## src/rtl/eka_rf_pkg.sv

```systemverilog
// Shared sizes, FSM state encoding and arbitration grant encoding for the
// Eka register file write scheduler.
package eka_rf_pkg;

   localparam int NUM_REGS = 32;
   localparam int ADDR_W   = 5;
   localparam int DATA_W   = 32;

   typedef enum logic {
      ST_INIT = 1'b0,
      ST_RUN  = 1'b1
   } state_t;

   localparam logic GRANT_WB0 = 1'b0;
   localparam logic GRANT_WB1 = 1'b1;

endpackage

```

## src/rtl/rf_scoreboard.sv

```systemverilog
// Per-register pending-write scoreboard with two combinational lookup ports.
// Build option REGFILE_SB_EARLY_CLEAR_EN: clear on the handshake edge instead of the capture edge.
module rf_scoreboard
   import eka_rf_pkg::*;
#(
   parameter int NUM_REGS = eka_rf_pkg::NUM_REGS,
   parameter int ADDR_W   = eka_rf_pkg::ADDR_W
) (
   input  logic              clk,
   input  logic              reset,
   input  logic              set_en,
   input  logic [ADDR_W-1:0] set_addr,
   input  logic              hs_en,
   input  logic [ADDR_W-1:0] hs_addr,
   input  logic              wr_en,
   input  logic [ADDR_W-1:0] wr_addr,
   input  logic [ADDR_W-1:0] rs1_addr,
   input  logic [ADDR_W-1:0] rs2_addr,
   output logic              rs1_busy,
   output logic              rs2_busy
);

   logic [NUM_REGS-1:0] busy;
   logic [NUM_REGS-1:0] busy_next;
   logic                clr_en;
   logic [ADDR_W-1:0]   clr_addr;
   logic                unused_clr;

`ifdef REGFILE_SB_EARLY_CLEAR_EN
   assign clr_en     = hs_en;
   assign clr_addr   = hs_addr;
   assign unused_clr = ^{wr_en, wr_addr};
`else
   assign clr_en     = wr_en;
   assign clr_addr   = wr_addr;
   assign unused_clr = ^{hs_en, hs_addr};
`endif

   // Next busy vector: x0 never busy, a same-edge set beats a clear.
   always_comb begin
      busy_next = busy;
      for (int i = 0; i < NUM_REGS; i++) begin
         if (i == 0) begin
            busy_next[i] = 1'b0;
         end else if (set_en && (set_addr == ADDR_W'(i))) begin
            busy_next[i] = 1'b1;
         end else if (clr_en && (clr_addr == ADDR_W'(i))) begin
            busy_next[i] = 1'b0;
         end else begin
            busy_next[i] = busy[i];
         end
      end
   end

   // Busy vector register.
   always_ff @(posedge clk) begin
      if (reset) begin
         busy <= {NUM_REGS{1'b0}};
      end else begin
         busy <= busy_next;
      end
   end

   assign rs1_busy = (rs1_addr != {ADDR_W{1'b0}}) && busy[rs1_addr];
   assign rs2_busy = (rs2_addr != {ADDR_W{1'b0}}) && busy[rs2_addr];

endmodule

```

## src/rtl/regfile_write_scheduler.sv

```systemverilog
// Register file write scheduler: clears x1..x31 after reset, then round-robins wb0/wb1 onto the write port.
// Build option REGFILE_SB_EARLY_CLEAR_EN (handled in rf_scoreboard) releases busy bits on the handshake edge.
module regfile_write_scheduler
   import eka_rf_pkg::*;
#(
   parameter int NUM_REGS   = eka_rf_pkg::NUM_REGS,
   parameter int ADDR_W     = eka_rf_pkg::ADDR_W,
   parameter int DATA_W     = eka_rf_pkg::DATA_W,
   parameter bit INIT_CLEAR = 1'b1
) (
   input  logic              clk,
   input  logic              reset,
   input  logic              wb0_valid,
   output logic              wb0_ready,
   input  logic [ADDR_W-1:0] wb0_addr,
   input  logic [DATA_W-1:0] wb0_data,
   input  logic              wb1_valid,
   output logic              wb1_ready,
   input  logic [ADDR_W-1:0] wb1_addr,
   input  logic [DATA_W-1:0] wb1_data,
   input  logic              issue_valid,
   input  logic [ADDR_W-1:0] issue_rd,
   input  logic [ADDR_W-1:0] rs1_addr,
   input  logic [ADDR_W-1:0] rs2_addr,
   output logic              rs1_busy,
   output logic              rs2_busy,
   output logic              init_done,
   output logic              rf_write_en,
   output logic [ADDR_W-1:0] rf_write_addr,
   output logic [DATA_W-1:0] rf_write_data
);

   localparam int              CNT_W   = ADDR_W + 1;
   localparam logic [CNT_W-1:0] CNT_END = CNT_W'(NUM_REGS);
   localparam logic [CNT_W-1:0] CNT_ONE = CNT_W'(1);

   state_t             state;
   state_t             state_next;
   logic [CNT_W-1:0]   cnt;
   logic [CNT_W-1:0]   cnt_next;
   logic               last_grant;
   logic               last_grant_next;
   logic               we_next;
   logic [ADDR_W-1:0]  waddr_next;
   logic [DATA_W-1:0]  wdata_next;
   logic               init_done_next;
   logic               hs_en;
   logic [ADDR_W-1:0]  hs_addr;
   logic               set_en;

   // Next-state, arbitration and write-port next values.
   always_comb begin
      state_next      = state;
      cnt_next        = cnt;
      last_grant_next = last_grant;
      we_next         = 1'b0;
      waddr_next      = rf_write_addr;
      wdata_next      = rf_write_data;
      init_done_next  = init_done;
      wb0_ready       = 1'b0;
      wb1_ready       = 1'b0;
      hs_en           = 1'b0;
      hs_addr         = {ADDR_W{1'b0}};
      set_en          = 1'b0;
      case (state)
         ST_INIT: begin
            // cnt reaching NUM_REGS is one idle cycle after x31 is written.
            if ((INIT_CLEAR == 1'b0) || (cnt == CNT_END)) begin
               state_next     = ST_RUN;
               init_done_next = 1'b1;
            end else begin
               we_next    = 1'b1;
               waddr_next = cnt[ADDR_W-1:0];
               wdata_next = {DATA_W{1'b0}};
               cnt_next   = cnt + CNT_ONE;
            end
         end
         ST_RUN: begin
            wb0_ready = wb0_valid && (!wb1_valid || (last_grant == GRANT_WB1));
            wb1_ready = wb1_valid && (!wb0_valid || (last_grant == GRANT_WB0));
            set_en    = issue_valid && (issue_rd != {ADDR_W{1'b0}});
            // The rotation only advances on a real conflict.
            if (wb0_valid && wb1_valid) begin
               last_grant_next = wb0_ready ? GRANT_WB0 : GRANT_WB1;
            end else begin
               last_grant_next = last_grant;
            end
            if (wb0_ready) begin
               hs_addr    = wb0_addr;
               waddr_next = wb0_addr;
               wdata_next = wb0_data;
            end else if (wb1_ready) begin
               hs_addr    = wb1_addr;
               waddr_next = wb1_addr;
               wdata_next = wb1_data;
            end else begin
               hs_addr    = {ADDR_W{1'b0}};
            end
            hs_en   = (wb0_ready || wb1_ready) && (hs_addr != {ADDR_W{1'b0}});
            we_next = hs_en;
         end
         default: begin
            state_next = ST_INIT;
         end
      endcase
   end

   // FSM state, clear counter, arbitration history and registered write port.
   always_ff @(posedge clk) begin
      if (reset) begin
         state         <= ST_INIT;
         cnt           <= CNT_ONE;
         last_grant    <= GRANT_WB1;
         rf_write_en   <= 1'b0;
         rf_write_addr <= {ADDR_W{1'b0}};
         rf_write_data <= {DATA_W{1'b0}};
         init_done     <= 1'b0;
      end else begin
         state         <= state_next;
         cnt           <= cnt_next;
         last_grant    <= last_grant_next;
         rf_write_en   <= we_next;
         rf_write_addr <= waddr_next;
         rf_write_data <= wdata_next;
         init_done     <= init_done_next;
      end
   end

   rf_scoreboard #(
      .NUM_REGS (NUM_REGS),
      .ADDR_W   (ADDR_W)
   ) u_scoreboard (
      .clk      (clk),
      .reset    (reset),
      .set_en   (set_en),
      .set_addr (issue_rd),
      .hs_en    (hs_en),
      .hs_addr  (hs_addr),
      .wr_en    (rf_write_en),
      .wr_addr  (rf_write_addr),
      .rs1_addr (rs1_addr),
      .rs2_addr (rs2_addr),
      .rs1_busy (rs1_busy),
      .rs2_busy (rs2_busy)
   );

endmodule

```

## config.mk

```make
export PLATFORM = sky130hd
export DESIGN_NAME = regfile_write_scheduler
export DESIGN_NICKNAME = d
export VERILOG_FILES = /design/src/rtl/eka_rf_pkg.sv /design/src/rtl/rf_scoreboard.sv /design/src/rtl/regfile_write_scheduler.sv
export SDC_FILE = /design/constraint.sdc
export NUM_CORES = 1
export LEC_CHECK = 0
export CAP_MARGIN = 10
export CORE_ASPECT_RATIO = 1.2
export CORE_MARGIN = 2
export CORE_UTILIZATION = 50
export CTS_CLUSTER_SIZE = 40
export DETAILED_ROUTE_END_ITERATION = 10
export PLACE_DENSITY = 0.84
export REMOVE_ABC_BUFFERS = 1
export SYNTH_ARGS = -nofsm -noshare
export SYNTH_HDL_FRONTEND = slang
export SYNTH_HIERARCHICAL = 1
export SYNTH_SLANG_ARGS = --single-unit
```

## constraint.sdc

```tcl
create_clock -name clk -period 4.9 [get_ports clk]
set_input_delay 0.98 -clock clk [delete_from_list [all_inputs] [get_ports clk]]
set_output_delay 0.98 -clock clk [all_outputs]
set_load 0.05 [all_outputs]
```

Yosys cells after proc, flatten, opt, wreduce, memory -nomap -nowiden:

Cells that the tools add are included.

* bits in writable memories: 0
* word-level logic and storage cells: 308
* input port bits: 94
* bits in registers: 79
* memories kept: 0
* latch bits: 0
* bits in read-only memories: 0

* div/mod/pow operators: 0
* bitwise logic cells: 3
* multipliers: 0
* reduce and logical (&&, ||, !) cells: 113
* shift operators: 0
* add/subtract/negate cells: 1
* mux-type cells: 85
* equal/unequal tests: 65
* order comparisons: 2

Operators by type and width (count)
* equality test 5 bit (second input constant): 32
* 2-to-1 mux 32 bit: 3
* equality test 5 x 4 -> 1 bit (second input constant): 16
* 2-to-1 mux 1 bit: 71
* logical AND 1 bit: 69
* case mux 32 bit (2 select lines): 1
* nonzero test 2 bit: 31
* equality test 5 x 3 -> 1 bit (second input constant): 8
* 2-to-1 mux 5 bit: 6
* equality test 5 x 2 -> 1 bit (second input constant): 4
* nonzero test 5 bit: 4
* < comparator 5 x 6 -> 1 bit (second input constant): 2
* binary-select mux 1 bit (select 5 bit): 2
* equality test 5 x 1 -> 1 bit (second input constant): 2
* case mux 5 bit (2 select lines): 1
* AND reduction 2 bit: 4
* adder 6 x 1 -> 6 bit (second input constant): 1
* equality test 6 bit (second input constant): 1
* logical OR 1 bit: 3
* inequality test 3 x 1 -> 1 bit (second input constant): 1
* inverter 1 bit: 3
* logical NOT 1 bit: 2
* inequality test 2 bit (second input constant): 1
* case mux 1 bit (2 select lines): 1

Longest topological paths before layout:

* word-level depth: 9
* mapped depth: 7
* depth with buffers taken out: 6

Cells and area by module:

Netlist, hierarchy kept.

Modules (own cells, without submodules)
* regfile_write_scheduler: instances 1, cells an instance 257, area each 2243.4 µm², seq. area each 940.9 µm²
* rf_scoreboard: instances 1, cells an instance 239, area each 1846.8 µm², seq. area each 620.6 µm²

Worst setup path after synthesis:

Ideal clock, no wire load.

* path kind: input to output
* start: input rs1_addr[0]
* end: output rs1_busy
* setup slack: 1.634 ns
* path buffers: 1
* cell stages on the path: 6
* required time: 3.920 ns
* data arrival time: 2.286 ns
* cells stage by stage: buf_6 > mux2_1 > a221oi_1 > a2111oi_1 > a41oi_1 > nand3_1

* cells in the longest elaborated chain, start to end: 3
* elaborated cells on any way between the ends: 4
* classes of those cells: mux: 2; reduce/logical: 2

Ends and longest elaborated chain
* start: declaration: RTL line regfile_write_scheduler.sv:23 `input logic [ADDR_W-1:0] rs1_addr,`
* binary-select mux 1 bit (select 5 bit): RTL line rf_scoreboard.sv:64 `assign rs1_busy = (rs1_addr != {ADDR_W{1'b0}}) && busy[rs1_addr];`
* 2-to-1 mux 1 bit (implied by the code): RTL line rf_scoreboard.sv:64
* logical AND 1 bit (*): RTL line rf_scoreboard.sv:64
* end: declaration: RTL line regfile_write_scheduler.sv:25 `output logic rs1_busy,`

Every way passes the cells marked *; elsewhere a longest branch is shown, timed or not. The select of a mux whose other input is x is not followed.

Final worst setup path:

* start: input rs2_addr[0]
* end: output rs2_busy

* cells in the longest elaborated chain, start to end: 3
* elaborated cells on any way between the ends: 4
* classes of those cells: mux: 2; reduce/logical: 2

Ends and longest elaborated chain
* start: declaration: RTL line regfile_write_scheduler.sv:24 `input logic [ADDR_W-1:0] rs2_addr,`
* binary-select mux 1 bit (select 5 bit): RTL line rf_scoreboard.sv:65 `assign rs2_busy = (rs2_addr != {ADDR_W{1'b0}}) && busy[rs2_addr];`
* 2-to-1 mux 1 bit (implied by the code): RTL line rf_scoreboard.sv:65
* logical AND 1 bit (*): RTL line rf_scoreboard.sv:65
* end: declaration: RTL line regfile_write_scheduler.sv:26 `output logic rs2_busy,`

Marks and branches as above.

==> reports/qor.yml <==
run_status:
  status: "finished with violations"
  violations: "DRC"
sta:
  tightest_slew_ps: 942
  fmax_mhz: 255
  setup-violations-final: 0
  whs_ps: 447
  rsz0062_at_grt: "no"
  relSlewSlack_pct: 37.2
  final.setup_skew_ps: 12.0
  fin_crit_ps: 3930
  fin_setup_tns_ps: 0
  min_period_over_period_pct: 80.2
  hold_viol: 0
  drv_slew: 0
drt:
  viasPerCell: 5.79
  drc_errors: 4
  drt_iter0_markers: 180
  ant_nets: 0
  wire_per_inst_um: 17.1
  wirelength_um: 12100
  firstDrtPassIters: 8
  vias: 4104
critical_path:
  cp-end-kind: "output pin"
  crit_fanout: 15
  critPathKind: "in -> out"
  critical-path-top-delay-family: "buffers and inverters"
  required_ps: 3920
  startpoint_type: "input pin"
  crit_slowest_cell: "clkdlybuf4s50_1"
  crit_path_frequent_cell: "buf_4"
  crit_chain: "clkdlybuf4s50_1 > buf_4 > mux4_2 > inv_1 > a2111oi_1 > a41oi_1 > nand3_1 > buf_4"
  max_stage_delay_ps: 550
  cp_data_arrival_time_ps: 2950
  critPathBufInv: 4
global_route:
  grt_antenna_before_repair: 0
  grt_pass1_wl_um: 19000
  grt_max_degree: 43
  grt_pass1_vias: 4028
  grt_use_total_pct: 27.8
  grt_overflow: 0
clocking:
  clkTransAtPathRegs_ps: 80
  cts_max_level: 3
  clock-root-buffer: "clkbuf_8"
  cts_buffers: 9
  clock_sinks: 78
  cts_resized: 0
  clk_latency_ps: 350
  clock_tree.buffer_depth: 2
  postCtsHoldBufs: 0
  postCtsSetupBuffers: 0
  cts_tree: "done"
floorplanning:
  start_util_pct: 51.8
  ioPinCount: 137
  die_h_um: 102
  die_area_um2: 8770
  die_width_um: 85.8
  fp-row-count: 35
  core_um2: 7750
placed_design:
  post_dp_cell_area_um2: 5370
  routabilityCongestion: 0.982
  io_buffers: 136
  place_hpwl_um: 9360
  placedCellCount: 693
final_layout:
  fin_area_um2: 5580
  num-fill-cells: 608
  final_util_pct: 72.0
  finalNonFillerCells: 709
  regArea_um2: 1560
  multi_input_area_um2: 2270
  n_antenna_cell: 0
  drive_gt1_share_pct: 4.86
  nNetsFinal: 708
  syn_to_final_growth_pct: 39.1
power_and_ir_drop:
  pwr_density_cell_nw_per_um2: 245
  power.leakage_nw: 2.05
  peakVddDrop_mv: 0.186
flow_run:
  cap_violations: 0
hold_path:
  hp-class: "reg -> reg"
synth:
  syn-mean-instance-area_um2: 8.28
  synth_area_um2: 4020
  ys_warn_count: 6
  synth_cells: 485
[worst min-delay path, delay by kind of cell (launching register included)]
family,cells,cell delay [ps]
flip-flops,1,310
AND/OR/NAND/NOR,1,50
AO/OA/AOI/OAI,1,50
[state kept, by name, indices dropped and copies added (netlist names)]
name,count
rf_write_data,32
u_scoreboard/busy,31
cnt,6
rf_write_addr,5
init_done,1
last_grant,1
rf_write_en,1
state,1
[final timing paths]
path | end | start | slack, ps | cells past startpoint
max | rs2_busy | rs2_addr[0] | 970 | 8
min | rf_write_data[20] | rf_write_data[20] | 450 | 2
max reg2reg | rf_write_data[2] | state | 2550 | 4
min reg2reg | rf_write_data[20] | rf_write_data[20] | 450 | 2
[area by class of cell]
type	instances	area share [%]
inverter	8	0.538
sequential	78	28.0
clock inverter	6	1.55
multi-input combinational	374	40.6
timing repair buffer	141	25.0
clock buffer	10	2.29
tap	92	2.06
[power by group]
part           internal, mW  switching (mW)  total, mW
sequential            0.639         0.00841      0.647
clock                 0.286           0.231      0.517
combinational         0.111          0.0917      0.202
total                  1.04           0.331       1.37
[stage by stage]
stage          power [mW]  setup slack (ps)
3_5_place_dp        0.863              1010
4_1_cts              1.38               990
5_1_grt              1.42               876
3_3_place_gp        0.859              1020
2_1_floorplan       0.743              1760
6_report             1.37               973
[layer usage]
| layer | global-route usage, % | vias up | share of wire (%) |
|---|---|---|---|
| met4 | 16.6 | 0 | 4.7 |
| met1 | 28.5 | 1914 | 37 |
| met3 | 8.08 | 40 | 7.8 |
| met5 | 0 | - | 0 |
| met2 | 50.0 | 174 | 51 |
| li1 | - | 1976 | - |
[cell usage in the layout, fill, tap and decap left out, drive strengths merged, types with 4 or more instances in the layout]
master         instances
a221oi                 8
dfxtp                 78
clkdlybuf4s50        134
buf                    7
and2                   5
nand2b                10
clkbuf                10
or4                    5
o21ai                 74
a21oi                 38
nand2                 88
nor2b                 14
mux2i                 51
a211oi                 6
nand3                  8
inv                    8
nor2                  22
nor3                   4
Note: power is estimated with default switching activity, not from simulation.
